[src/rtl/vx_gpr_rsp_collector.sv]
// GPR read-response collector: gathers the requested operands of one request
// in any arrival order, then queues the packed, tagged set in a response FIFO.
module vx_gpr_rsp_collector #(
  parameter int unsigned NUM_THREADS  = 4,
  parameter int unsigned NUM_OPERANDS = 3,
  parameter int unsigned DATA_WIDTH   = 32,
  parameter int unsigned TAG_WIDTH    = 4,
  parameter int unsigned DEPTH        = 2,
  localparam int unsigned IDX_W  = (NUM_OPERANDS > 1) ? $clog2(NUM_OPERANDS) : 1,
  localparam int unsigned LANE_W = NUM_THREADS * DATA_WIDTH,
  localparam int unsigned PACK_W = NUM_OPERANDS * LANE_W
) (
  input  logic                    clk,
  input  logic                    reset_n,
  input  logic                    req_valid,
  output logic                    req_ready,
  input  logic [TAG_WIDTH-1:0]    req_tag,
  input  logic [NUM_OPERANDS-1:0] req_mask,
  input  logic                    opd_valid,
  input  logic [IDX_W-1:0]        opd_idx,
  input  logic [LANE_W-1:0]       opd_data,
  output logic                    opd_err,
  output logic                    rsp_valid,
  input  logic                    rsp_ready,
  output logic [TAG_WIDTH-1:0]    rsp_tag,
  output logic [PACK_W-1:0]       rsp_data,
  output logic                    busy
);

  localparam int unsigned PTR_W = (DEPTH > 1) ? $clog2(DEPTH) : 1;
  localparam int unsigned CNT_W = $clog2(DEPTH + 1);

  typedef enum logic [1:0] {S_IDLE, S_COLLECT, S_PUSH} state_t;

  state_t                  r_state, w_state_nxt;
  logic [TAG_WIDTH-1:0]    r_tag;
  logic [NUM_OPERANDS-1:0] r_mask, r_coll, w_sel;
  logic [LANE_W-1:0]       r_opd [NUM_OPERANDS];
  logic                    r_err;
  logic                    w_hit, w_done, w_full, w_push, w_pop;
  logic [PACK_W-1:0]       w_pack;

  logic [TAG_WIDTH-1:0]    r_fifo_tag  [DEPTH];
  logic [PACK_W-1:0]       r_fifo_data [DEPTH];
  logic [PTR_W-1:0]        r_wr_ptr, r_rd_ptr;
  logic [CNT_W-1:0]        r_count;

  function automatic logic [PTR_W-1:0] f_ptr_inc(input logic [PTR_W-1:0] p);
    return (32'(p) == DEPTH - 1) ? '0 : p + PTR_W'(1);
  endfunction

  // One-hot slot decode; an out-of-range index decodes to all-zero and so never hits.
  always_comb begin
    w_sel = '0;
    for (int unsigned o = 0; o < NUM_OPERANDS; o++) begin
      w_sel[o] = (32'(opd_idx) == o);
    end
    w_hit  = opd_valid && (r_state == S_COLLECT) && (|(w_sel & r_mask & ~r_coll));
    w_done = w_hit && ((r_coll | w_sel) == r_mask);
    w_full = 32'(r_count) >= DEPTH;
    w_push = (r_state == S_PUSH) && !w_full;
    w_pop  = (r_count != '0) && rsp_ready;
  end

  always_comb begin
    w_pack = '0;
    for (int unsigned o = 0; o < NUM_OPERANDS; o++) begin
      w_pack[o*LANE_W +: LANE_W] = r_opd[o];
    end
  end

  always_comb begin
    w_state_nxt = r_state;
    unique case (r_state)
      S_IDLE:    if (req_valid) w_state_nxt = (req_mask == '0) ? S_PUSH : S_COLLECT;
      S_COLLECT: if (w_done) w_state_nxt = S_PUSH;
      S_PUSH:    if (!w_full) w_state_nxt = S_IDLE;
      default:   w_state_nxt = S_IDLE;
    endcase
  end

  always_ff @(posedge clk or negedge reset_n) begin
    if (!reset_n) r_state <= S_IDLE;
    else          r_state <= w_state_nxt;
  end

  always_ff @(posedge clk or negedge reset_n) begin
    if (!reset_n) begin
      r_tag  <= '0;
      r_mask <= '0;
      r_coll <= '0;
      r_err  <= 1'b0;
      for (int unsigned o = 0; o < NUM_OPERANDS; o++) r_opd[o] <= '0;
    end else begin
      r_err <= opd_valid && !w_hit;
      if ((r_state == S_IDLE) && req_valid) begin
        r_tag  <= req_tag;
        r_mask <= req_mask;
        r_coll <= '0;
        for (int unsigned o = 0; o < NUM_OPERANDS; o++) r_opd[o] <= '0;
      end else if (w_hit) begin
        r_coll <= r_coll | w_sel;
        for (int unsigned o = 0; o < NUM_OPERANDS; o++) begin
          if (w_sel[o]) r_opd[o] <= opd_data;
        end
      end
    end
  end

  // Fullness is judged on the registered count, so a pop never frees a slot for the same edge.
  always_ff @(posedge clk or negedge reset_n) begin
    if (!reset_n) begin
      r_wr_ptr <= '0;
      r_rd_ptr <= '0;
      r_count  <= '0;
      for (int unsigned d = 0; d < DEPTH; d++) begin
        r_fifo_tag[d]  <= '0;
        r_fifo_data[d] <= '0;
      end
    end else begin
      if (w_push) begin
        r_fifo_tag[r_wr_ptr]  <= r_tag;
        r_fifo_data[r_wr_ptr] <= w_pack;
        r_wr_ptr              <= f_ptr_inc(r_wr_ptr);
      end
      if (w_pop) r_rd_ptr <= f_ptr_inc(r_rd_ptr);
      case ({w_push, w_pop})
        2'b10:   r_count <= r_count + CNT_W'(1);
        2'b01:   r_count <= r_count - CNT_W'(1);
        default: r_count <= r_count;
      endcase
    end
  end

  assign req_ready = (r_state == S_IDLE);
  assign rsp_valid = (r_count != '0);
  assign rsp_tag   = rsp_valid ? r_fifo_tag[r_rd_ptr]  : '0;
  assign rsp_data  = rsp_valid ? r_fifo_data[r_rd_ptr] : '0;
  assign opd_err   = r_err;
  assign busy      = (r_state != S_IDLE) || rsp_valid;

endmodule

[config.mk]
export PLATFORM = sky130hd
export DESIGN_NAME = vx_gpr_rsp_collector
export DESIGN_NICKNAME = d
export VERILOG_FILES = /design/src/rtl/vx_gpr_rsp_collector.sv
export SDC_FILE = /design/constraint.sdc
export NUM_CORES = 2
export LEC_CHECK = 0
export CORE_ASPECT_RATIO = 1.2
export CORE_MARGIN = 4
export CORE_UTILIZATION = 61
export DETAILED_ROUTE_END_ITERATION = 6
export GPL_TIMING_DRIVEN = 0
export PLACE_DENSITY = 0.94
export SETUP_SLACK_MARGIN = 0.05
export SYNTH_ARGS = -nofsm -noshare
export SYNTH_HDL_FRONTEND = slang
export SYNTH_SLANG_ARGS = --single-unit
[constraint.sdc]
create_clock -name clk -period 2.8 [get_ports clk]
set_input_delay 0.42 -clock clk [delete_from_list [all_inputs] [get_ports clk]]
set_output_delay 0.42 -clock clk [all_outputs]
set_load 0.05 [all_outputs]
==> impl_metrics.yaml <==
run_status:
  status: "finished with violations"
  violations: "design-rule violations, negative hold slack, negative setup slack"
grt:
  grt_max_degree: 191
  grt_pass1_vias: 40100
  grt_overflow: 0
  grt_pass1_wl_mm: 239
  track_usage_pct: 35.5
  antenna_found_initial: 11
synth:
  async_flop_share_pct: 100
  syn-num-nets: 4398
  syn_inst: 4255
  synthTopCellsByArea: "dfrtp_1 (58%), mux2_1 (13%), mux2i_1 (7.7%), nand2_1 (5.9%), mux2_2 (3.9%)"
  synth_seq_area_share_pct: 58.1
  synth_area_leader_cell: "dfrtp_1"
  yosysMostFrequentCell: "dfrtp_1"
  syn_area_per_cell_um2: 11.9
  synthDistinctLibCells: 36
  synth-seq-cells: 1177
  synth_top_area_share_pct: 58.1
  ys.warnings.count: 0
  synthesis.area_um2: 50700
  synth-main-ff-cell: "dfrtp_1"
  synth_edf_count: 0
  yosys-top-cells-count: "dfrtp_1 (1,177), nand2_1 (794), mux2_1 (602)"
finish:
  area_growth_pct: 22.1
  final-seq-area_um2: 29500
  multi_input_area_um2: 19900
  final_core_util_pct: 75.4
  layout-drive-gt1-share_pct: 22.5
  nets: 5058
  n_fill_cell: 4581
cts:
  htreeDepth: 3
  cts.sinks: 1177
  cts_buffers: 108
  clock_latency_ns: 0.69
  cts.path.max_buffers: 3
  cts_root_buf: "clkbuf_16"
  path_clk_slew_ns: 0.06
  tritoncts: "built"
floorplanning:
  design.core.area_um2: 82200
  die-area_um2: 87900
  start_util_pct: 61.7
  die-height_um: 324
  ios: 534
  row_count: 115
  die_w_um: 271
timing:
  period_needed_ns: 2.83
  slew_headroom_pct: 28.0
  final_max_slew_viol_count: 0
  fmaxAchievable_ghz: 0.353
  hold_viol_final: 137
  hold_slack_ns: -0.266
  rsz0062_at_grt: "yes"
  clock_skew_ns: 0.0234
  worst_slack_ns: -0.0296
  finalCritPeriodShare_pct: 101
  tightest_slew_ns: 1.08
  setup_viol: 5
placed_design:
  dp_hpwl_mm: 102
  io_buffers: 533
  place_congestion: 0.862
power_and_ir_drop:
  power.total_mw: 40.3
  power.leakage_nw: 31.9
  vdd_drop_max_mv: 0.572
  powerDensity_nw_per_um2: 651
setup_path:
  start_kind: "flip-flop"
  required_ns: 2.38
  crit_type: "flip-flop to output pin"
  cp.arrival_ns: 2.41
  r2r_end: "r_opd[333]$_DFFE_PN0P_"
  rr_startpoint: "r_state[1]$_DFFE_PN0P_"
  ff2ff_path_depth: 6
  r2r_setup_slack_ns: 0.05
  critPathMaxFanout: 10
  cp-end-kind: "output pin"
routing:
  drt_iter0_drc: 4270
  wl_per_cell_um: 26.7
  vias: 38300
  drc_errors: 2
  vias_per_cell: 6.24
  dr.pass1.iters: 7
  ant_nets: 0
  totalWireLength_mm: 163
job:
  maxCapViolations: 0
min_path:
  hp-class: "primary input to async pin"
final cells by class:
| class | instances | share of cell area, % |
|---|---|---|
| multi-input cells | 2774 | 32.2 |
| inverters | 5 | 0.0303 |
| clock inverters | 54 | 1.19 |
| repair buffers | 550 | 7.47 |
| plain buffers | 299 | 4.25 |
| diodes | 11 | 0.0444 |
| flip-flops and latches | 1177 | 47.5 |
| clock buffers | 148 | 5.06 |
| well taps | 1111 | 2.24 |
logic make-up (layout without fill, tap and decap cells):
logic type                 Yosys count  after routing  synth area share (%)
xor gates and xnor gates             6              6                 0.104
adders and majority gates            1              1                0.0247
other                                0             11                     0
DFF                               1177           1177                  58.1
AOI/OAI and AO/OA                  392            392                  3.92
muxes                             1164           1164                  24.9
buffers and inverters              304           1056                  3.87
and+or+nand+nor                   1211           1211                  9.14
worst max-delay path, stage by stage (launching register included):
cell and delay [ns]:
dfrtp_2 0.45, buf_12 0.18, buf_2 0.35, mux2i_1 0.33, nor2_1 0.07, clkdlybuf4s15_2 0.34
registers in the layout, summed over array words and instances, names as in the netlist, 2 cells and up:
| signal | count |
|---|---|
| r_count | 2 |
| r_tag | 4 |
| r_state | 2 |
| r_fifo_tag | 8 |
| r_mask | 3 |
| r_coll | 3 |
| r_fifo_data | 768 |
| r_opd | 384 |
what timing repair did:
| item | CTS | global route |
|---|---|---|
| endpoints found under the setup margin | 400 | 529 |
| pin swaps | 3 | 4 |
| hold endpoints to repair | 137 | 137 |
| gates resized for setup | 2029 | 509 |
| gates cloned | 0 | 4 |
| setup buffers | 4 | 3 |
how the worst max path moves through the flow:
stage,startpoint,endpoint,slack [ns],depth (start not counted)
final,r_rd_ptr$_DFFE_PN0P_,rsp_data[133],-0.03,5
after global routing,r_rd_ptr$_DFFE_PN0P_,rsp_data[321],-0.09,6
after CTS,r_rd_ptr$_DFFE_PN0P_,rsp_data[267],-0.17,5
after detailed placement,r_rd_ptr$_DFFE_PN0P_,rsp_data[278],-1.74,6
after global placement,reset_n,r_fifo_data[320]$_DFFE_PN0P_,-48.61,1
after floorplan,r_rd_ptr$_DFFE_PN0P_,rsp_data[86],0.50,5
power by group:
group	internal, mW	switching (mW)	total (mW)
sequential	17.1	0.0889	17.2
combinational	2.88	4.18	7.06
clock	9.34	6.77	16.1
total	29.3	11.0	40.3
cell usage in the layout, fill, tap and decap left out, types with 3 or more instances in the layout:
cell type,n
buf_1,12
inv_1,5
clkbuf_2,5
xnor2_1,4
mux2i_2,41
mux2i_4,16
clkdlybuf4s15_2,41
bufinv_16,16
dfrtp_1,1174
inv_6,7
a21oi_1,385
clkbuf_1,77
nand2b_1,3
buf_4,120
mux2_1,602
clkbuf_8,33
buf_16,7
nor2_2,58
dfrtp_2,3
diode_2,11
clkdlybuf4s50_1,142
nor2_1,323
buf_6,148
clkbuf_4,28
buf_8,18
mux2i_1,331
buf_12,16
buf_2,229
nand2_1,794
clkinv_2,20
clkbuf_16,119
and2_1,4
clkinvlp_4,9
nor2_4,16
mux2_2,174
per-stage QoR:
stage | TNS (ns) | worst slack, ns | instance area (µm²) | std cells
finish | -0.0890 | -0.0296 | 62000 | 6129
global route | -0.720 | -0.0862 | 61900 | 6121
CTS | -12.47 | -0.171 | 61800 | 6111
detailed placement | -576.44 | -1.74 | 57600 | 5905
global placement | - | -48.61 | 57500 | 5899
floorplan | 0 | 0.500 | 50700 | 4255
layer usage:
layer	share of wire (%)	up-vias	routed length (µm)	GRT usage [%]
met5	0.028	-	46	0
met4	7.9	6	12900	24.6
met3	8.5	769	13900	7.72
met2	49	2417	79400	58.5
met1	35	19400	57000	42.2
li1	-	15700	-	-
Note: power is estimated with default switching activity, not from simulation.
